==> src/rtl/superio_pkg.sv <==
// Shared SuperIO types and defaults: ISA bus widths, decoder window base and
// the write-decoder state encoding.
package superio_pkg;

  localparam int ISA_ADDR_WIDTH = 10;
  localparam int ISA_DATA_WIDTH = 8;
  localparam logic [ISA_ADDR_WIDTH-1:0] DEFAULT_BASE_ADDR = 10'h220;

  typedef enum logic [1:0] {
    IDLE         = 2'd0,
    SETTLE       = 2'd1,
    STROBE       = 2'd2,
    WAIT_RELEASE = 2'd3
  } iowr_state_t;

endpackage

==> src/rtl/sync_2ff.sv <==
// Two-flop synchroniser for a group of asynchronous inputs. RESET_VAL lets
// active-low strobes come out of reset in their inactive state.
module sync_2ff #(
  parameter int               WIDTH     = 1,
  parameter logic [WIDTH-1:0] RESET_VAL = '0
) (
  input  logic             clk,
  input  logic             reset,
  input  logic [WIDTH-1:0] d_i,
  output logic [WIDTH-1:0] q_o
);

  logic [WIDTH-1:0] meta_q;
  logic [WIDTH-1:0] sync_q;

  always_ff @(posedge clk or posedge reset) begin
    if (reset) begin
      meta_q <= RESET_VAL;
      sync_q <= RESET_VAL;
    end else begin
      meta_q <= d_i;
      sync_q <= meta_q;
    end
  end

  assign q_o = sync_q;

endmodule

==> src/rtl/isa_io_write_decoder.sv <==
// Turns asynchronous ISA IOW# cycles into single-cycle active-low register
// load strobes plus a held write-data bus, filtering glitches and DMA cycles.
module isa_io_write_decoder
  import superio_pkg::*;
#(
  parameter int                    ADDR_WIDTH    = ISA_ADDR_WIDTH,
  parameter int                    DATA_WIDTH    = ISA_DATA_WIDTH,
  parameter int                    NUM_REGS      = 16,
  parameter logic [ADDR_WIDTH-1:0] BASE_ADDR     = ADDR_WIDTH'(DEFAULT_BASE_ADDR),
  parameter int                    SETTLE_CYCLES = 3
) (
  input  logic                  clk,
  input  logic                  reset,
  input  logic                  isa_iow_n,
  input  logic                  isa_aen,
  input  logic [ADDR_WIDTH-1:0] isa_sa,
  input  logic [DATA_WIDTH-1:0] isa_sd,
  output logic [NUM_REGS-1:0]   load_n,
  output logic [DATA_WIDTH-1:0] wdata,
  output logic                  write_hit,
  output logic [7:0]            glitch_count,
  output iowr_state_t           dbg_state
);

  localparam int                    IDX_W    = $clog2(NUM_REGS);
  localparam int                    CNT_W    = 4;
  localparam logic [ADDR_WIDTH-1:0] IDX_MASK = ADDR_WIDTH'(NUM_REGS - 1);

  logic                  iow_s;
  logic                  aen_s;
  logic [ADDR_WIDTH-1:0] sa_s;
  logic [DATA_WIDTH-1:0] sd_s;

  sync_2ff #(.WIDTH(1), .RESET_VAL(1'b1)) u_sync_iow (
    .clk(clk), .reset(reset), .d_i(isa_iow_n), .q_o(iow_s)
  );
  sync_2ff #(.WIDTH(1), .RESET_VAL(1'b0)) u_sync_aen (
    .clk(clk), .reset(reset), .d_i(isa_aen), .q_o(aen_s)
  );
  sync_2ff #(.WIDTH(ADDR_WIDTH), .RESET_VAL('0)) u_sync_sa (
    .clk(clk), .reset(reset), .d_i(isa_sa), .q_o(sa_s)
  );
  sync_2ff #(.WIDTH(DATA_WIDTH), .RESET_VAL('0)) u_sync_sd (
    .clk(clk), .reset(reset), .d_i(isa_sd), .q_o(sd_s)
  );

  iowr_state_t           state_q, state_d;
  logic [CNT_W-1:0]      cnt_q, cnt_d;
  logic                  iow_dly_q;
  logic [1:0]            rel_q;
  logic                  armed_q, armed_d;
  logic [NUM_REGS-1:0]   load_n_q, load_n_d;
  logic                  write_hit_q, write_hit_d;
  logic [DATA_WIDTH-1:0] wdata_q, wdata_d;
  logic [7:0]            glitch_q, glitch_d;
  logic                  fall;
  logic                  win_hit;

  // The synchroniser reset value makes IOW look high for two cycles after
  // reset; only a high sample taken once the pipeline holds real pin data
  // arms edge detection, so a pin held low across reset never strobes.
  assign fall    = armed_q && !iow_s && iow_dly_q;
  assign win_hit = !aen_s && ((sa_s & ~IDX_MASK) == BASE_ADDR);

  always_comb begin
    state_d     = state_q;
    cnt_d       = cnt_q;
    armed_d     = armed_q | (rel_q[1] & iow_s);
    load_n_d    = '1;
    write_hit_d = 1'b0;
    wdata_d     = wdata_q;
    glitch_d    = glitch_q;
    case (state_q)
      IDLE: begin
        if (fall) begin
          state_d = SETTLE;
          cnt_d   = CNT_W'(SETTLE_CYCLES - 1);
        end
      end
      SETTLE: begin
        if (iow_s) begin
          state_d = IDLE;
          if (glitch_q != 8'hFF) glitch_d = glitch_q + 8'd1;
        end else if (cnt_q == '0) begin
          // Capture edge: the strobe is registered here so it is low in STROBE.
          state_d = STROBE;
          wdata_d = sd_s;
          if (win_hit) begin
            load_n_d[sa_s[IDX_W-1:0]] = 1'b0;
            write_hit_d               = 1'b1;
          end
        end else begin
          cnt_d = cnt_q - CNT_W'(1);
        end
      end
      STROBE:       state_d = WAIT_RELEASE;
      WAIT_RELEASE: if (iow_s) state_d = IDLE;
      default:      state_d = IDLE;
    endcase
  end

  always_ff @(posedge clk or posedge reset) begin
    if (reset) begin
      state_q     <= IDLE;
      cnt_q       <= '0;
      iow_dly_q   <= 1'b1;
      rel_q       <= 2'b00;
      armed_q     <= 1'b0;
      load_n_q    <= '1;
      write_hit_q <= 1'b0;
      wdata_q     <= '0;
      glitch_q    <= '0;
    end else begin
      state_q     <= state_d;
      cnt_q       <= cnt_d;
      iow_dly_q   <= iow_s;
      rel_q       <= {rel_q[0], 1'b1};
      armed_q     <= armed_d;
      load_n_q    <= load_n_d;
      write_hit_q <= write_hit_d;
      wdata_q     <= wdata_d;
      glitch_q    <= glitch_d;
    end
  end

  assign load_n       = load_n_q;
  assign write_hit    = write_hit_q;
  assign wdata        = wdata_q;
  assign glitch_count = glitch_q;
  assign dbg_state    = state_q;

endmodule
==> config.mk <==
export PLATFORM = sky130hd
export DESIGN_NAME = isa_io_write_decoder
export DESIGN_NICKNAME = d
export VERILOG_FILES = /design/src/rtl/superio_pkg.sv /design/src/rtl/sync_2ff.sv /design/src/rtl/isa_io_write_decoder.sv
export SDC_FILE = /design/constraint.sdc
export NUM_CORES = 1
export LEC_CHECK = 0
export CAP_MARGIN = 10
export CORE_ASPECT_RATIO = 0.5
export CORE_MARGIN = 3
export CORE_UTILIZATION = 50
export CTS_CLUSTER_DIAMETER = 60
export DETAILED_ROUTE_END_ITERATION = 6
export HOLD_SLACK_MARGIN = 0.05
export PLACE_DENSITY = 0.75
export REMOVE_ABC_BUFFERS = 1
export SLEW_MARGIN = 10
export SYNTH_ARGS = -nofsm -noshare
export SYNTH_HDL_FRONTEND = slang
export SYNTH_HIERARCHICAL = 1
export SYNTH_SLANG_ARGS = --single-unit
export TNS_END_PERCENT = 10
==> constraint.sdc <==
create_clock -name clk -period 2.05 [get_ports clk]
set_input_delay 0.41 -clock clk [delete_from_list [all_inputs] [get_ports clk]]
set_output_delay 0.41 -clock clk [all_outputs]
set_load 0.01 [all_outputs]
# --- After elaboration in Yosys (flattened, before gate mapping) ---
# Index checks and enable logic that the tools add are counted.
classes:
  addsub: 2
  n_lt_le_gt_ge: 2
  eq_ne: 10
  muxes: 19
  bitwise: 4
  n_reduce_logical: 13
ops:
  columns: ["op", "count"]
  rows:
  - ["16-bit 2-to-1 mux", 4]
  - ["16-bit inverter", 1]
  - ["4-bit 2-to-1 mux", 3]
  - ["3-bit AND reduction", 3]
  - ["8-bit by 1-bit adder with 8-bit output (second input constant)", 1]
  - ["2-bit 2-to-1 mux", 4]
  - ["8-bit inequality test (second input constant)", 1]
  - ["2-bit one-hot mux with 4 select lines", 1]
  - ["4-bit one-hot mux with 2 select lines", 1]
  - ["6-bit == test (second input constant)", 1]
  - ["2-bit inequality test (second input constant)", 3]
  - ["4-bit by 5-bit less-than comparator with 1-bit output (second input constant)", 1]
  - ["1-bit 2-to-1 mux", 5]
  - ["1-bit demux with 4-bit select", 1]
  - ["2-bit == test (second input constant)", 2]
  - ["4-bit by 1-bit >= comparator with 1-bit output (second input constant)", 1]
  - ["1-bit logical AND", 4]
  - ["4-bit zero test", 1]
  - ["4-bit AND reduction", 1]
  - ["4-bit by 1-bit subtractor with 4-bit output (second input constant)", 1]
  - ["3-bit by 2-bit inequality test with 1-bit output (second input constant)", 1]
  - ["2-bit by 1-bit == test with 1-bit output (second input constant)", 1]
  - ["1-bit zero test", 2]
  - ["2-bit zero test", 1]
  - ["other kinds (5)", 5]
totals:
  ff_bits: 83
  input_bits: 22
  output_inout_bits: 35
  wordCells: 67

# --- Depth between registers and ports, before layout ---
logic_depth:
  word_depth: 9
  mapped_depth: 6
  mapped_depth_nobuf: 5

# --- Modules after synthesis ---
# The synthesis kept the hierarchy.
by_module_without_submodules:
  columns: ["module", "n_inst", "cells_each", "area_each_um2", "seq_area_each_um2"]
  rows:
  - ["isa_io_write_decoder", 1, 142, 1818.0, 1097.3]
  - ["sync_2ff at u_sync_sa", 1, 21, 504.2, 500.5]
  - ["sync_2ff at u_sync_sd", 1, 17, 404.1, 400.4]
  - ["sync_2ff at u_sync_iow", 1, 3, 56.3, 52.6]
  - ["sync_2ff at u_sync_aen", 1, 3, 53.8, 50.0]

# --- Least setup slack after synthesis ---
# No wires, ideal clock.
synth_path:
  path_type: "register to register"
  startpoint: "register cnt_q[0]"
  endpoint: "register load_n_q[13] (netlist: load_n[13])"
  setup_time_ns: 0.089
  arrival_time_ns: 1.661
  required_ns: 1.961
  path_slack_ns: 0.299
  stages_incl_launch_ff: 7
  path_buffers: 1
  synth_period_minus_slack_ns: 1.751
  cell_sequence: "dfrtp_1 inv_1 ha_1 or3b_1 nor4_4 buf_6 nand3_1"
synth_between:
  elab_chain_len: 4
synth_rtl:
  columns: ["item", "line", "source"]
  rows:
  - ["start: declaration", "isa_io_write_decoder.sv:48", "logic [CNT_W-1:0] cnt_q, cnt_d;"]
  - ["start signal: assignment", "isa_io_write_decoder.sv:115", "cnt_q <= cnt_d;"]
  - ["4-bit zero test", "isa_io_write_decoder.sv:84", "end else if (cnt_q == '0) begin"]
  - ["16-bit 2-to-1 mux", "isa_io_write_decoder.sv:84", null]
  - ["16-bit 2-to-1 mux", "isa_io_write_decoder.sv:81", "if (iow_s) begin"]
  - ["16-bit 2-to-1 mux", "isa_io_write_decoder.sv:73", "case (state_q)"]
  - ["net load_n_d[13]", "isa_io_write_decoder.sv:52", "logic [NUM_REGS-1:0] load_n_q, load_n_d;"]
  - ["end signal: assignment", "isa_io_write_decoder.sv:119", "load_n_q <= load_n_d;"]
  - ["end: declaration", "isa_io_write_decoder.sv:52", null]
# The timed path passes the listed nets, and every way through them passes these cells.
# A chain may end at the register's enable or synchronous reset.

# --- Worst setup path in the final report ---
layout_path:
  startpoint: "register state_q[0] (netlist: dbg_state[0])"
  endpoint: "output dbg_state[0]"
layout_lines:
  columns: ["item", "line", "source"]
  rows:
  - ["start: declaration", "isa_io_write_decoder.sv:47", "iowr_state_t state_q, state_d;"]
  - ["start signal: assignment", "isa_io_write_decoder.sv:114", "state_q <= state_d;"]
  - ["end: declaration", "isa_io_write_decoder.sv:22", "output iowr_state_t dbg_state"]
# No word-level cell between the ends.

==> out/results.ini <==
[worst_hold_path]
hp-class=reg2reg
worstHoldEndpoint=u_sync_sa/q_o[1]
hold_depth=0
min_from=u_sync_sa/meta_q[1]

[finish]
final_common_cell=dfrtp_1
area_growth_pct=32.51
final_cell_mix=dfrtp_1, clkdlybuf4s50_1, dfstp_2
diodes=0
final_nets=278
finalCoreUtilization=0.7225
n_fill_cell=371
multi_input_area_um2=674.4
layout-drive-gt1-share=0.2023
register_area_um2=2101

[power]
powerDensity_nw_per_um2=1138
switching_share=0.2640
power_frac_comb=0.193
power.switching_mw=1.130
intPower_mw=3.149
ir_drop_mv=0.6339
p_leak_nw=1.597
power_frac_seq=0.479
clkPwrFrac=0.328

[critical_path]
crit_path_start_kind=flip-flop
path_cells=clkdlybuf4s50_1
slowest_delay_ps=610
cp_top_family=buffers and inverters
cp_max_fo=11
arrival_ps=1440
r2r_slack_ps=240
path_class=reg2out
cp-end-kind=output port
r2r-end=wdata[7]
reg2reg_depth=5
reg2reg_from=cnt_q[0]
worstPathRequired_ps=1640
timing.critical_path.buf_inv=1
cp.depth=1
slowest_stage=clkdlybuf4s50_1

[sta]
tightestPinTransition_ps=574.8
setup_viol=0
fin_crit_ps=1854
hold_viol_final=0
drv_slew=0
final.setup_skew_ps=7.036
min_period_over_period=0.9044
setup_tns_ps=0
fmax_mhz=539.4
slew_headroom=0.6164
rsz0062_at_grt=false

[drt]
wire_per_inst_um=14.02
totalWireLength_um=4585
antenna_left=0
drtPass1Iterations=4
vias=1657
drc=0
viasPerCell=5.067
drtIter0Drc=89

[cts]
root_buffer=clkbuf_16
htreeDepth=3
cts_tree=yes
cts_setup_buffers=0
path_clk_slew_ps=60
ctsHoldBuffers=0
worstSkewPairLatency_ps=320
clk_path_buf_depth=2
clock_sinks=83
cts-buffers-inserted=9
cts_resized=0

[grt]
grt_pass1_vias=1673
grt_use_total=0.1591
grt_overflow=0
grt_first_pass_wirelength_um=8004
grt_max_degree=38
antenna_found_initial=0

[yosys]
netlist_area_um2=2836
syn_area_per_cell_um2=15.25
yosys_warnings=6
yosysUniqueCellTypes=42
synth_edf_count=0
ys_ff_latch=83
async_reset_ff_frac=1.000
postSynthCellCount=186
seq_area_frac_synth=0.7406
synthFlopType=dfrtp_1

[floorplanning]
dieArea_um2=6668
rows=18
die_h_um=59.26
chipWidth_um=112.5
start_util=0.5452
ios=57
core_area_um2=5202

[placement]
io_buffers=56
hpwl_um=3197
gp_congestion=0.8039

[run_status]
status=finished clean

[flow_run]
cap_viol_max_count=0

## metal layers
layer  routed length [um]  vias up  track usage
li1                     -      776            -
met1                 2051      821       0.2053
met2                 2182       51       0.2515
met3                  281        9      0.05607
met4                   69        0      0.06678
met5                    0        -            0
## stage by stage
step	power, mW	cells	setup slack [ps]	area (um^2)	hold WS [ps]
after detailed placement	2.912	312	242.0	3492	334.7
after global routing	4.534	327	69.62	3759	353.4
after global placement	2.878	312	334.1	3492	331.1
final	4.279	327	196.0	3759	346.3
after floorplan	2.478	183	212.5	2809	151.2
after CTS	4.336	327	184.8	3759	347.6
## worst max-delay path by stage
stage	start	end
2_1_floorplan	cnt_q[0]	load_n[11]
3_5_place_dp	cnt_q[0]	wdata[2]
4_1_cts	dbg_state[0]	dbg_state[0]
5_1_grt	cnt_q[0]	wdata[3]
6_report	dbg_state[0]	dbg_state[0]
3_3_place_gp	cnt_q[0]	wdata[3]
## sequential cells by signal, summed over array words and instances, names as in the netlist, 2 cells and up, named ones only
register / cells
cnt_q: 4
glitch_count: 8
load_n: 16
rel_q: 2
u_sync_sa/meta_q: 10
u_sync_sa/q_o: 10
u_sync_sd/meta_q: 8
u_sync_sd/q_o: 8
wdata: 8
## synthesized netlist by cell type, types with 2 or more instances
| cell | count | area [um^2] |
|---|---|---|
| inv_1 | 9 | 33.78 |
| nor3b_1 | 4 | 30.03 |
| nor2b_1 | 4 | 25.02 |
| mux2_2 | 12 | 135.1 |
| a21oi_1 | 3 | 15.01 |
| a211oi_1 | 2 | 15.01 |
| dfstp_2 | 19 | 499.2 |
| nor2_1 | 7 | 26.28 |
| a21o_1 | 2 | 15.01 |
| nand2_1 | 2 | 7.510 |
| dfrtp_1 | 64 | 1602 |
| nor3_1 | 3 | 15.01 |
| nand4_1 | 4 | 25.02 |
| buf_6 | 2 | 22.52 |
| ha_1 | 3 | 37.54 |
| xor2_1 | 2 | 17.52 |
| o21ai_0 | 2 | 10.01 |
| nand3_1 | 17 | 85.08 |
| a221o_1 | 2 | 20.02 |
## cell type report
class	instances	area share
repair buffers	59	0.1585
well taps	70	0.02330
flip-flops and latches	83	0.5589
clock buffers	9	0.05992
clock inverters	6	0.01099
multi-input cells	91	0.1794
inverters	9	0.008988
## cell families after synthesis
family | Yosys count | share of synthesized area
muxes | 13 | 0.05117
buffers and inverters | 12 | 0.02161
DFF | 83 | 0.7406
adders and majority gates | 3 | 0.01323
other | 1 | 0.001322
and+or+nand+nor | 53 | 0.1156
xor gates and xnor gates | 3 | 0.009265
AOI/OAI and AO/OA | 18 | 0.04720
## power groups by stage
| stage | Clock [mW] | Sequential [mW] | Combinational [mW] |
|---|---|---|---|
| 2_1_floorplan | 0 | 2.09 | 0.383 |
| 3_3_place_gp | 0 | 2.07 | 0.812 |
| 3_5_place_dp | 0 | 2.07 | 0.837 |
| 4_1_cts | 1.45 | 2.05 | 0.841 |
| 5_1_grt | 1.54 | 2.08 | 0.913 |
| 6_report | 1.40 | 2.05 | 0.827 |
(Power assumes the default switching activity.)
